`src/rtl/text_console_writer.sv`:
```
// rtl/text_console_writer.sv - character console front end that writes glyph/attribute pairs into text RAM
module text_console_writer #(
    parameter int COLS           = 80,
    parameter int ROWS           = 60,
    parameter int CLEAR_ON_RESET = 1
) (
    input  logic        clk_25,
    input  logic        resetN,
    input  logic [7:0]  char_in,
    input  logic [7:0]  attr_in,
    input  logic        char_valid,
    output logic        char_ready,
    input  logic        clear_req,
    output logic [13:0] text_add,
    output logic [7:0]  text_data,
    output logic        wr_en,
    output logic        busy,
    output logic [6:0]  cursor_col,
    output logic [5:0]  cursor_row
);

    typedef enum logic [1:0] {IDLE, WR_CHAR, WR_META, CLEAR} state_t;

    localparam logic [6:0] LAST_COL   = 7'(COLS - 1);
    localparam logic [5:0] LAST_ROW   = 6'(ROWS - 1);
    localparam logic       START_INIT = (CLEAR_ON_RESET != 0);

    state_t      state_q, state_d;
    logic [6:0]  col_q, col_d;
    logic [5:0]  row_q, row_d;
    logic [7:0]  char_q, char_d;
    logic [7:0]  attr_q, attr_d;
    logic        phase_q, phase_d;
    logic        start_q, start_d;

    logic [6:0]  adv_col;
    logic [5:0]  adv_row;
    logic [5:0]  lf_row;
    logic        printable;
    logic        wr_sel;

    // Cursor step after a cell write: wraps to (0,0) at the end of the screen.
    assign adv_col   = (col_q == LAST_COL) ? 7'd0 : col_q + 7'd1;
    assign lf_row    = (row_q == LAST_ROW) ? 6'd0 : row_q + 6'd1;
    assign adv_row   = (col_q == LAST_COL) ? lf_row : row_q;
    assign printable = (char_in >= 8'h20) && (char_in != 8'h7F);

    always_ff @(posedge clk_25 or negedge resetN) begin
        if (!resetN) begin
            state_q <= IDLE;
            col_q   <= '0;
            row_q   <= '0;
            char_q  <= '0;
            attr_q  <= '0;
            phase_q <= 1'b0;
            start_q <= START_INIT;
        end else begin
            state_q <= state_d;
            col_q   <= col_d;
            row_q   <= row_d;
            char_q  <= char_d;
            attr_q  <= attr_d;
            phase_q <= phase_d;
            start_q <= start_d;
        end
    end

    always_comb begin
        state_d    = state_q;
        col_d      = col_q;
        row_d      = row_q;
        char_d     = char_q;
        attr_d     = attr_q;
        phase_d    = phase_q;
        start_d    = start_q;
        wr_en      = 1'b0;
        wr_sel     = 1'b0;
        text_data  = 8'h00;
        char_ready = 1'b0;

        case (state_q)
            IDLE: begin
                // A pending power-on clear behaves like a clear request.
                char_ready = resetN & ~clear_req & ~start_q;
                if (start_q || clear_req) begin
                    state_d = CLEAR;
                    attr_d  = start_q ? 8'h07 : attr_in;
                    start_d = 1'b0;
                    col_d   = '0;
                    row_d   = '0;
                    phase_d = 1'b0;
                end else if (char_valid) begin
                    if (printable) begin
                        char_d  = char_in;
                        attr_d  = attr_in;
                        state_d = WR_CHAR;
                    end else begin
                        case (char_in)
                            8'h0D: col_d = '0;
                            8'h0A: begin
                                col_d = '0;
                                row_d = lf_row;
                            end
                            8'h08: if (col_q != 7'd0) col_d = col_q - 7'd1;
                            default: ;
                        endcase
                    end
                end
            end
            WR_CHAR: begin
                wr_en     = 1'b1;
                text_data = char_q;
                state_d   = WR_META;
            end
            WR_META: begin
                wr_en     = 1'b1;
                wr_sel    = 1'b1;
                text_data = attr_q;
                col_d     = adv_col;
                row_d     = adv_row;
                state_d   = IDLE;
            end
            CLEAR: begin
                // The cursor doubles as the sweep pointer, so it lands on (0,0) when done.
                wr_en     = 1'b1;
                wr_sel    = phase_q;
                text_data = phase_q ? attr_q : 8'h20;
                phase_d   = ~phase_q;
                if (phase_q) begin
                    col_d = adv_col;
                    row_d = adv_row;
                    if ((col_q == LAST_COL) && (row_q == LAST_ROW)) state_d = IDLE;
                end
            end
            default: state_d = IDLE;
        endcase
    end

    assign text_add   = wr_en ? {row_q, col_q, wr_sel} : 14'd0;
    assign busy       = (state_q != IDLE);
    assign cursor_col = col_q;
    assign cursor_row = row_q;

endmodule
```
`config.mk`:
```
export PLATFORM = sky130hd
export DESIGN_NAME = text_console_writer
export DESIGN_NICKNAME = d
export VERILOG_FILES = /design/src/rtl/text_console_writer.sv
export SDC_FILE = /design/constraint.sdc
export NUM_CORES = 1
export LEC_CHECK = 0
export BUFFER_PORTS_ARGS = -buffer_cell sky130_fd_sc_hd__buf_2
export CORE_ASPECT_RATIO = 1.1
export CORE_MARGIN = 5
export CORE_UTILIZATION = 45
export DETAILED_ROUTE_END_ITERATION = 12
export PLACE_DENSITY_LB_ADDON = 0.1
export SLEW_MARGIN = 40
export SYNTH_ARGS = -nofsm -noshare
export SYNTH_HDL_FRONTEND = slang
export SYNTH_SLANG_ARGS = --single-unit
```
`constraint.sdc`:
```
create_clock -name clk_25 -period 3.4 [get_ports clk_25]
set_input_delay 0.85 -clock clk_25 [delete_from_list [all_inputs] [get_ports clk_25]]
set_output_delay 0.85 -clock clk_25 [all_outputs]
set_load 0.1 [all_outputs]
```
---- After elaboration in Yosys (flattened, before gate mapping) ----
Cells that the tools add are included.
cells by class
  order comparisons ....................... 1
  $add $sub $neg .......................... 3
  reductions and logical operators ........ 19
  bitwise operators ....................... 6
  mux-type cells .......................... 34
  equal/unequal tests ..................... 18
operators with widths
  cell                 count
  $mux 6               7
  $mux 7               6
  $mux 8               5
  $eq 8x4->1 const B   3
  $pmux 8 s3           1
  $pmux 7 s3           1
  $pmux 6 s3           1
  $mux 14              1
  $pmux 7 s2           1
  $mux 2               5
  $ne 3x3->1 const B   3
  $ge 8x6->1 const B   1
  $ne 8x7->1 const B   1
  $pmux 2 s4           1
  $reduce_and 4->1     2
  $reduce_bool 2->1    4
  $add 7x1->7 const B  1
  $eq 7x7->1 const B   1
  $reduce_bool 7->1    1
  $sub 7x1->7 const B  1
  $add 6x1->6 const B  1
  $eq 6x6->1 const B   1
  $ne 2x2->1 const B   3
  $reduce_and 6->1     1
  other kinds (18)     28
word-level totals
  input port bits ......................... 20
  output and inout bits ................... 38
  bits in registers ....................... 33

---- Longest topological paths before layout ----
Gate-level depths: netlist of the first run.
  word-level depth ........................ 7
  mapped depth ............................ 8

---- Worst setup path after synthesis of the first run ----
Ideal clock, no wire load.
  path type ............................... register -> output
  start ................................... reg col_q[2], in the netlist cursor_col[2]
  end ..................................... out text_add[3]
  setup slack ............................. -0.075 ns
  arrival time ............................ 2.625 ns
  stages on the path, launching flop included .. 3
  data required time ...................... 2.550 ns
  buffers on the path ..................... 1
  cell sequence ........................... dfrtp_1 > clkbuf_1 > nor2b_1
on the way
  longest elaborated chain between the ends .. 1
RTL lines
  what                      RTL line  source
  start: declaration        29        logic [6:0] col_q, col_d;
  start signal: assignment  59        col_q <= col_d;
  $mux 14                   139       assign text_add = wr_en ? {row_q, col_q, wr_sel} : 14'd0;
  end: declaration          14        output logic [13:0] text_add,
No other way between the ends.

---- Worst setup path in the final report of the first run ----
  start ................................... in clear_req
  end ..................................... out char_ready
on the way
  longest elaborated chain between the ends .. 4
RTL lines
  what                      RTL line  source
  start: declaration        13        input logic clear_req,
  $not 1->1                 84        char_ready = resetN & ~clear_req & ~start_q;
  $and 1x1->1 (2 in a row)  84
  $mux 1                    81        case (state_q)
  end: declaration          12        output logic char_ready,
No other way between the ends.

==> results.tsv, run 1 <==
stage	metric	value	unit
synthesis	synth_nets	247	
worst_setup_path	critPathLaunchType	primary input	
cells_and_area	diodes	0	
worst_setup_path	cp.arrival	1.97	ns
synthesis	yosysUniqueCellTypes	51	
synthesis	synth-seq-cells	33	
status	status	complete, no violations	
cts	cts_setup_buffers	0	
worst_setup_path	cp_data_required_time	2.55	ns
drt	drc	0	
synthesis	async_flop_share	100	%
cts	cts_inserted_buffers	5	
placed_design	hpwl	3810	um
global_route	grt_pass1_wl	8380	um
floorplan	die_w	74.4	um
floorplan	die_h	80.8	um
floorplan	rows	25	
drt	wl	5170	um
worst_setup_path	crit_path_cell_trace	buf_2 > nor4_1 > buf_4 > and2_1 > buf_2	
worst_setup_path	path_class	primary input to output pin	
timing	setup_tns	0	ns
timing	slew-limit-headroom	54.9	%
timing	rsz0062_at_grt	no	
timing	hold_viol_final	0	
synthesis	ys_seq_area_share	40.3	%
timing	fin_skew	0.00419	ns
floorplan	core	4350	um2
drt	drt_iter0_drc	138	
placed_design	place_ws	0.575	ns
synthesis	synth_top_area_share	39.0	%
cts	cts_root_buf	clkbuf_8	
global_route	grt_max_degree	34	
drt	ant_nets	0	
worst_setup_path	cp_max_fo	7	
cts	clk_pin_slew_worst_paths	0.07	ns
worst_setup_path	cp_common_cell	buf_2	
global_route	grt_pass1_vias	1647	
synthesis	synth.largest_area_cell	dfrtp_1	
drt	drt_pass1_iterations	4	
worst_hold_path	min-delay-path-class	register to register	
cts	cts.sinks	33	
global_route	grt_remaining_overflow	0	
drt	via_per_inst	5.63	
global_route	grt_usage	18.1	%
synthesis	synthTopCellsByArea	dfrtp_1 39%, nor2_1 4.8%, nor2b_1 4.6%, mux2_2 4.4%, o21ai_0 3.9%	
cells_and_area	finish.net_count	302	
synthesis	syn_area	2050	um2
timing	slew_viol_final	0	
cells_and_area	syn2layout_area_growth	21.7	%
timing	timing.fmax	0.355	GHz
drt	vias	1879	
synthesis	synth_warnings	0	
cells_and_area	fillers	429	
cts	clk_path_buf_depth	2	
timing	worst_pin_slew	0.675	ns
synthesis	synth_area_per_cell	9.16	um2
floorplan	ios	58	
worst_setup_path	setup.worst_path.end_class	output pin	
worst_setup_path	slowest_stage	buf_2	
timing	min_period_over_period	82.8	%
timing	period_needed	2.82	ns
cts	insertion_delay	0.28	ns
flow_run	cap_violations	0	
synthesis	synth_ff_type	dfrtp_1	
cts	htree_num_levels	2	
worst_setup_path	cp_top_family	buffers and inverters	
timing	worst_slack	0.585	ns
cts	cts_tree	done	
global_route	antenna_found_initial	0	
timing	finalSetupViolations	0	
floorplan	dieArea	6010	um2
worst_setup_path	slowest_delay	0.41	ns
synthesis	synth_edf_count	0	
cts	cts_hold_buffers	0	
cells_and_area	drive_gt1_share	33.2	%
cts	cts_resized	0	
drt	wire_per_inst	15.5	um
synthesis	syn_inst	224	
placed_design	io_buffers	57	
floorplan	initial_core_util	47.2	%
placed_design	place_congestion	0.832	
worst_setup_path	cp_num_buf_inv	3	
## sequential cells by signal, indices dropped and copies added, names as in the netlist
name        flops
state_q         2
cursor_col      7
attr_q          8
cursor_row      6
start_q         1
phase_q         1
char_q          8
## through the flow
| stage | area [um2] | instances | utilization, % | hold slack (ns) |
|---|---|---|---|---|
| 4_1_cts | 2500 | 334 | 57.4 | 0.514 |
| 3_3_place_gp | 2370 | 326 | 54.6 | 0.487 |
| 5_1_grt | 2500 | 334 | 57.4 | 0.545 |
| 3_5_place_dp | 2380 | 326 | 54.7 | 0.496 |
| 2_1_floorplan | 2060 | 224 | - | 0.480 |
| 6_report | 2500 | 334 | 57.4 | 0.514 |
## logic make-up (layout without fill, tap and decap cells)
logic type	after synthesis	in the layout	share of synthesized area, %
simple gates	94	94	25.1
compound gates	61	61	22.3
mux	11	11	5.85
fa+ha+maj	3	3	1.83
buf+inv	22	78	4.63
flops	33	33	40.3
## per-layer routing
metal	routed length, um	vias to the layer above	GRT usage (%)	part of all wire, %
met4	54	0	4.80	1.0
met3	260	4	4.08	5.0
met5	0	-	0	0
met2	2420	52	26.6	47
met1	2430	878	26.5	47
li1	-	945	-	-
## cells in the mapped netlist (3+ instances only)
cell type	instances
nor3_1	6
nand2b_1	5
nor2b_1	15
a31o_2	6
or4_1	3
nand3_1	12
nor2_1	26
inv_1	10
clkbuf_1	4
a21oi_1	10
o21ai_0	16
dfrtp_1	32
mux2_2	8
nand4_1	4
mux2i_1	3
ha_1	3
buf_2	3
and3_1	3
nand2_1	9
a32o_1	7
## layout by cell type, fill, tap and decap left out, types with 2 or more instances in the layout
cell      synthesis  final
a211oi_1          2      2
and3_1            3      3
mux2i_1           3      3
a31o_2            6      6
dfrtp_1          32     32
or4_1             3      3
nand2_1           9      9
nor2b_1          15     14
buf_4             2      3
a32o_1            7      7
nand4_1           4      4
mux2_2            8      8
o32ai_1           2      2
nor3b_1           2      2
nand2b_1          5      5
nor2_2            0      2
inv_1            10     10
nor3_1            6      6
buf_2             3     57
clkbuf_8          0      6
and2_1            2      2
o31ai_1           2      2
nand3_1          12     12
nor2_1           26     24
ha_1              3      3
o21ai_0          16     16
a21oi_1          10     10
o22ai_1           2      2
## worst reg2reg max path, cell delays in order (launching register included)
cell and delay, ns:
dfrtp_1 0.51, nor2_2 0.58, inv_1 0.23, a211oi_4 0.62
nor2b_1 0.12, a31o_2 0.23
## path summary, 6_finish.rpt
kind                                from       endpoint  slack, ns  cells after the start
max in group asynchronous         resetN        start_q       2.44                      2
hold reg to reg            cursor_row[5]  cursor_row[5]       0.51                      1
hold / removal             cursor_row[5]  cursor_row[5]       0.51                      1
setup / recovery               clear_req     char_ready       0.58                      5
setup reg to reg              state_q[0]      attr_q[3]       1.01                      5
min in group asynchronous         resetN  cursor_col[5]       0.61                      2
## layout make-up
cell class                      instances  area [um2]  share of cell area [%]
Multi-Input combinational cell        169        1140                    45.5
Sequential cell                        33         827                    33.1
Tap cell                               54        67.6                    2.71
Clock inverter                          2        37.5                    1.50
Clock buffer                            6        82.6                    3.31
Inverter                               10        37.5                    1.50
Timing Repair Buffer                   60         308                    12.3
Power of run 1 is left out: the tool's default activity adds up to more than one toggle a clock period on the data nets, which glitch-free logic cannot reach.
==> run 2, diff against run 1 <==
==> constraint.sdc (replaced) <==
create_clock -name clk_25 -period 2.9 [get_ports clk_25]
set_input_delay 0.725 -clock clk_25 [delete_from_list [all_inputs] [get_ports clk_25]]
set_output_delay 0.725 -clock clk_25 [all_outputs]
set_load 0.1 [all_outputs]
==> run 2 against run 1 <==
Against the previous run: non-clock buffer count is 3 higher; critical path depth is 2 lower; first-iteration DRC count is 9.4% higher; design area is 1.4% higher; setup slack worse by 0.36 ns; sequential share of layout area is 0.46 points lower; utilization is 0.81 points higher; clock skew hardly changed; register-to-register slack worse by 0.32 ns.
==> results.tsv, run 2 (same netlist as run 1, synthesis figures left out) <==
stage	metric	value	unit	change
global_route	grt_max_degree	34		unchanged
cts	cts_tree	done		
placed_design	io_buffers	57		unchanged
worst_setup_path	rr_worst_depth	6		+1
timing	hold_viol_final	0		unchanged
cts	clk_pin_slew_worst_paths	0.07	ns	about the same
worst_setup_path	timing.rr.end	attr_q[4]		
cts	cts_root_buf	clkbuf_8		
timing	min_period_over_period	92.2	%	
cells_and_area	finish.net_count	305		+0.99%
timing	timing.fmax	0.374	GHz	
floorplan	ios	58		unchanged
drt	m1WireLength	2470	um	+1.5%
floorplan	initial_core_util	47.2	%	unchanged
placed_design	place_congestion	0.857		+3.0%
drt	drc	0		unchanged
drt	wl_met3	319	um	+23%
drt	via_per_inst	5.69		+1.2%
floorplan	die_h	80.8	um	unchanged
placed_design	dp.cells	329		+0.92%
timing	fin_skew	0.00372	ns	-0.000468 ns
cells_and_area	layout_common_cells	56 x buf_2, 32 x dfrtp_1, 21 x nor2_1		
worst_setup_path	critPathLaunchType	register		
timing	hold_ws	0.503	ns	-0.0118 ns
global_route	grt_remaining_overflow	0		unchanged
worst_setup_path	cp_max_fo	13		+6
worst_setup_path	path_class	register to output pin		
cells_and_area	fillers	381		-11%
worst_setup_path	cp.arrival	1.95	ns	-0.02 ns
drt	ant_nets	0		unchanged
cells_and_area	drive_gt1_share	37.8	%	+4.6 points
cells_and_area	fin_cells	337		+0.90%
timing	rsz0062_at_grt	no		
cells_and_area	syn2layout_area_growth	23.4	%	
timing	slew_viol_final	0		unchanged
worst_setup_path	endpoint	text_data[3]		
cells_and_area	final-seq-area	827	um2	unchanged
global_route	grt_pass1_vias	1782		+8.2%
drt	wire_per_inst	15.8	um	+2.0%
status	status	complete, no violations		
cts	insertion_delay	0.29	ns	about the same
cts	cts_setup_buffers	0		unchanged
cts	cts.sinks	33		unchanged
floorplan	core	4350	um2	unchanged
worst_setup_path	crit_start	state_q[0]		
floorplan	dieArea	6010	um2	unchanged
cts	cts_hold_buffers	0		unchanged
floorplan	die_w	74.4	um	unchanged
cells_and_area	final_common_cell	buf_2		
drt	drt_pass1_iterations	4		unchanged
worst_setup_path	rrSetupSlack	0.69	ns	-0.32 ns
global_route	grt_usage	19.0	%	+0.92 points
drt	highest_layer	met4		
drt	vias	1918		+2.1%
timing	setup_tns	0	ns	unchanged
cts	cts_inserted_buffers	5		unchanged
worst_hold_path	min-delay-path-class	primary input to asynchronous set/reset pin		
floorplan	rows	25		unchanged
cells_and_area	diodes	0		unchanged
global_route	grt_pass1_wl	8820	um	+5.2%
cts	clk_path_buf_depth	2		unchanged
worst_setup_path	r2r-start	state_q[1]		
placed_design	hpwl	3890	um	+2.2%
timing	worst_pin_slew	0.651	ns	-0.0241 ns
timing	slew-limit-headroom	56.4	%	+1.5 points
timing	period_needed	2.67	ns	
flow_run	cap_violations	0		unchanged
worst_setup_path	cp_data_required_time	2.17	ns	-0.38 ns
cells_and_area	multi_input_area	1170	um2	+2.8%
worst_setup_path	setup.worst_path.end_class	output pin		
cts	htree_num_levels	2		unchanged
cts	cts_resized	0		unchanged
drt	drt_iter0_drc	151		+9.4%
drt	wl	5310	um	+2.9%
drt	route.met2.wl	2460	um	+1.9%
global_route	antenna_found_initial	0		unchanged
timing	finalSetupViolations	0		unchanged
[run 2: changes by cell type in the layout (fill, tap and decap cells not counted), sizes merged]
cell	change
buf	+3
clkinv	+2
bufinv	-1
clkbuf	-1
[run 2: layer usage]
metal	vias up	GRT usage [%]
li1	939	-
met1	907	26.4
met2	65	29.7
met3	7	4.33
met4	0	4.80
met5	-	0
[run 2: stage by stage]
stage | cell area [um2] | setup WS (ns) | util, %
after detailed placement | 2450 | 0.491 | 56.3
after global routing | 2530 | 0.0744 | 58.2
final | 2530 | 0.226 | 58.2
after global placement | 2450 | 0.491 | 56.3
after CTS | 2530 | 0.242 | 58.2
after floorplan | 2090 | 0.0614 | -
[run 2: final cells by class]
| type | count | area share [%] |
|---|---|---|
| Multi-Input combinational cell | 169 | 46.1 |
| Sequential cell | 33 | 32.7 |
| Timing Repair Buffer | 63 | 13.6 |
| Clock buffer | 5 | 2.72 |
| Tap cell | 54 | 2.67 |
| Inverter | 10 | 1.48 |
| Clock inverter | 3 | 0.692 |
[run 2: worst max-delay path: stages (launching register included)]
cell,delay [ns]
dfrtp_1,0.56
nor2b_1,0.46
a32o_1,0.21
buf_2,0.43
[run 2: worst min-delay path by stage]
stage                          endpoint  slack, ns
after floorplan               attr_q[0]       0.43
after global placement    cursor_row[5]       0.48
after detailed placement  cursor_row[5]       0.50
after CTS                 cursor_row[5]       0.51
after global routing      cursor_row[3]       0.53
final                     cursor_row[0]       0.50
Power of run 2 is left out for the same reason.
==> run 3, diff against run 2 <==
--- a/config.mk
+++ b/config.mk
@@ -6,9 +6,11 @@
 export NUM_CORES = 1
 export LEC_CHECK = 0
 export BUFFER_PORTS_ARGS = -buffer_cell sky130_fd_sc_hd__buf_2
+export CELL_PAD_IN_SITES_DETAIL_PLACEMENT = 0
+export CELL_PAD_IN_SITES_GLOBAL_PLACEMENT = 1
 export CORE_ASPECT_RATIO = 1.1
 export CORE_MARGIN = 5
-export CORE_UTILIZATION = 45
+export CORE_UTILIZATION = 39
 export DETAILED_ROUTE_END_ITERATION = 12
 export PLACE_DENSITY_LB_ADDON = 0.1
 export SLEW_MARGIN = 40
==> run 3 against run 2 <==
Against the previous run: final cell count rose by 1.2%; design area increased by 1.5%; setup slack worse by 0.064 ns; critical path type unchanged; largest cell class unchanged.
==> results.tsv, run 3 (same netlist as run 1, synthesis figures left out) <==
stage	metric	value	unit	change
cells_and_area	syn2layout_area_growth	25.2	%	
floorplan	core	5070	um2	+17%
worst_setup_path	rr_worst_depth	7		+1
worst_setup_path	rrSetupSlack	0.67	ns	-0.02 ns
worst_setup_path	crit_path_cell_trace	nor2b_1 > a32o_1 > buf_2		
worst_setup_path	cp.arrival	2.01	ns	+0.06 ns
timing	period_needed	2.74	ns	+0.0640 ns
timing	slew-limit-headroom	59.0	%	+2.6 points
drt	wire_per_inst	16.4	um	+3.8%
worst_setup_path	slowest_stage	dfrtp_1		
global_route	grt-busiest-layer	met2		
timing	hold_viol_final	0		unchanged
worst_setup_path	setup.worst_path.end_class	output pin		
global_route	grt_use_met3	4.94	%	+0.61 points
drt	ant_nets	0		unchanged
placed_design	dpl_cell_area	2450	um2	+0.31%
flow_run	cap_violations	0		unchanged
cts	cts_tree	done		
worst_hold_path	min_path_cells	1		
global_route	grt_pass1_wl	8900	um	+0.94%
cts	insertion_delay	0.28	ns	about the same
worst_hold_path	hp-start	cursor_row[5]		
cts	clk_pin_slew_worst_paths	0.07	ns	about the same
timing	fin_skew	0.00213	ns	-0.00159 ns
floorplan	initial_core_util	40.5	%	-6.7 points
status	status	complete, no violations		
cells_and_area	drive_gt1_share	37.8	%	unchanged
drt	via_per_inst	5.59		-1.8%
placed_design	place_congestion	0.814		-5.0%
cts	cts_root_buf	clkbuf_8		
timing	finalSetupViolations	0		unchanged
timing	min_period_over_period	94.4	%	+2.2 points
global_route	grt_remaining_overflow	0		unchanged
drt	vias	1906		-0.63%
cells_and_area	diodes	0		unchanged
global_route	antenna_found_initial	0		unchanged
drt	drt_iter0_drc	117		-23%
cells_and_area	final_common_cell	buf_2		
worst_setup_path	cp_max_fo	13		unchanged
placed_design	hpwl	4120	um	+5.8%
timing	rsz0062_at_grt	no		
drt	drc	0		unchanged
cts	htree_num_levels	2		unchanged
global_route	grt_util_met1	22.6	%	-3.8 points
cts	cts_resized	0		unchanged
global_route	grt_usage	16.7	%	-2.3 points
timing	worst_pin_slew	0.613	ns	-0.0383 ns
worst_setup_path	cp_num_buf_inv	1		unchanged
cts	cts_inserted_buffers	5		unchanged
cts	cts_hold_buffers	0		unchanged
timing	slew_viol_final	0		unchanged
cells_and_area	finish.net_count	305		unchanged
worst_setup_path	cp_data_required_time	2.17	ns	about the same
worst_hold_path	min_to	cursor_row[5]		
global_route	met2_usage	26.4	%	-3.3 points
timing	setup_tns	0	ns	unchanged
worst_hold_path	min-delay-path-class	register to register		
worst_setup_path	slowest_delay	0.61	ns	+0.05 ns
cts	cts.sinks	33		unchanged
global_route	grt_max_degree	34		unchanged
timing	timing.fmax	0.365	GHz	-2.3%
worst_setup_path	r2r-start	cursor_col[0]		
worst_setup_path	timing.rr.end	cursor_col[2]		
cts	clk_path_buf_depth	2		unchanged
worst_setup_path	path_class	register to output pin		
cells_and_area	fin_area	2570	um2	+1.5%
floorplan	die_w	79.2	um	+6.4%
worst_setup_path	cp_top_family	flip-flops		
placed_design	io_buffers	57		unchanged
drt	wl	5580	um	+5.0%
floorplan	dieArea	6810	um2	+13%
floorplan	die_h	86.1	um	+6.5%
drt	drt_pass1_iterations	4		unchanged
worst_setup_path	critPathLaunchType	register		
cts	cts_setup_buffers	0		unchanged
floorplan	ios	58		unchanged
cells_and_area	fillers	521		+37%
global_route	grt_pass1_vias	1776		-0.34%
cells_and_area	layout_common_cells	56 x buf_2, 32 x dfrtp_1, 20 x nor2_1		
floorplan	rows	27		+8.0%
run 3: worst reg2reg max path: stages (launching register included):
cell and delay (ns):
dfrtp_1 0.46, inv_1 0.16, ha_1 0.21, nor3b_1 0.47
nand4_1 0.19, o211ai_2 0.28, mux2i_1 0.26, nand3_1 0.09
run 3: worst max path at each step:
stage               slack, ns          start  depth (start not counted)       endpoint
finish                   0.16     state_q[0]                          3   text_data[2]
global route             0.10     state_q[0]                          3   text_data[5]
CTS                      0.24     state_q[0]                          3   text_data[2]
detailed placement       0.44     char_in[0]                          6  cursor_col[4]
global placement         0.48      clear_req                          5  cursor_col[2]
floorplan                0.06  cursor_col[2]                          2    text_add[3]
run 3: final cells by class:
class | count | area (um2) | area share [%]
Multi-Input combinational cell | 169 | 1170 | 45.6
Sequential cell | 33 | 827 | 32.2
Timing Repair Buffer | 63 | 345 | 13.4
Clock buffer | 7 | 86.3 | 3.36
Tap cell | 58 | 72.6 | 2.82
Inverter | 10 | 37.5 | 1.46
Clock inverter | 1 | 30.0 | 1.17
run 3: per-layer routing:
metal	part of all wire, %	vias to the layer above	wire length [um]
li1	-	940	-
met1	48	902	2680
met5	0	-	0
met3	5.8	5	321
met4	0.95	0	53
met2	45	59	2530
run 3: per-stage QoR:
stage                     hold slack (ns)  util [%]  setup slack (ns)  cells
after floorplan                     0.429         -            0.0614    224
after global placement              0.486      48.4             0.479    333
after detailed placement            0.497      48.4             0.445    333
after CTS                           0.507      50.7             0.235    341
after global routing                0.529      50.7             0.104    341
final                               0.509      50.7             0.162    341
Power of run 3 is left out for the same reason.
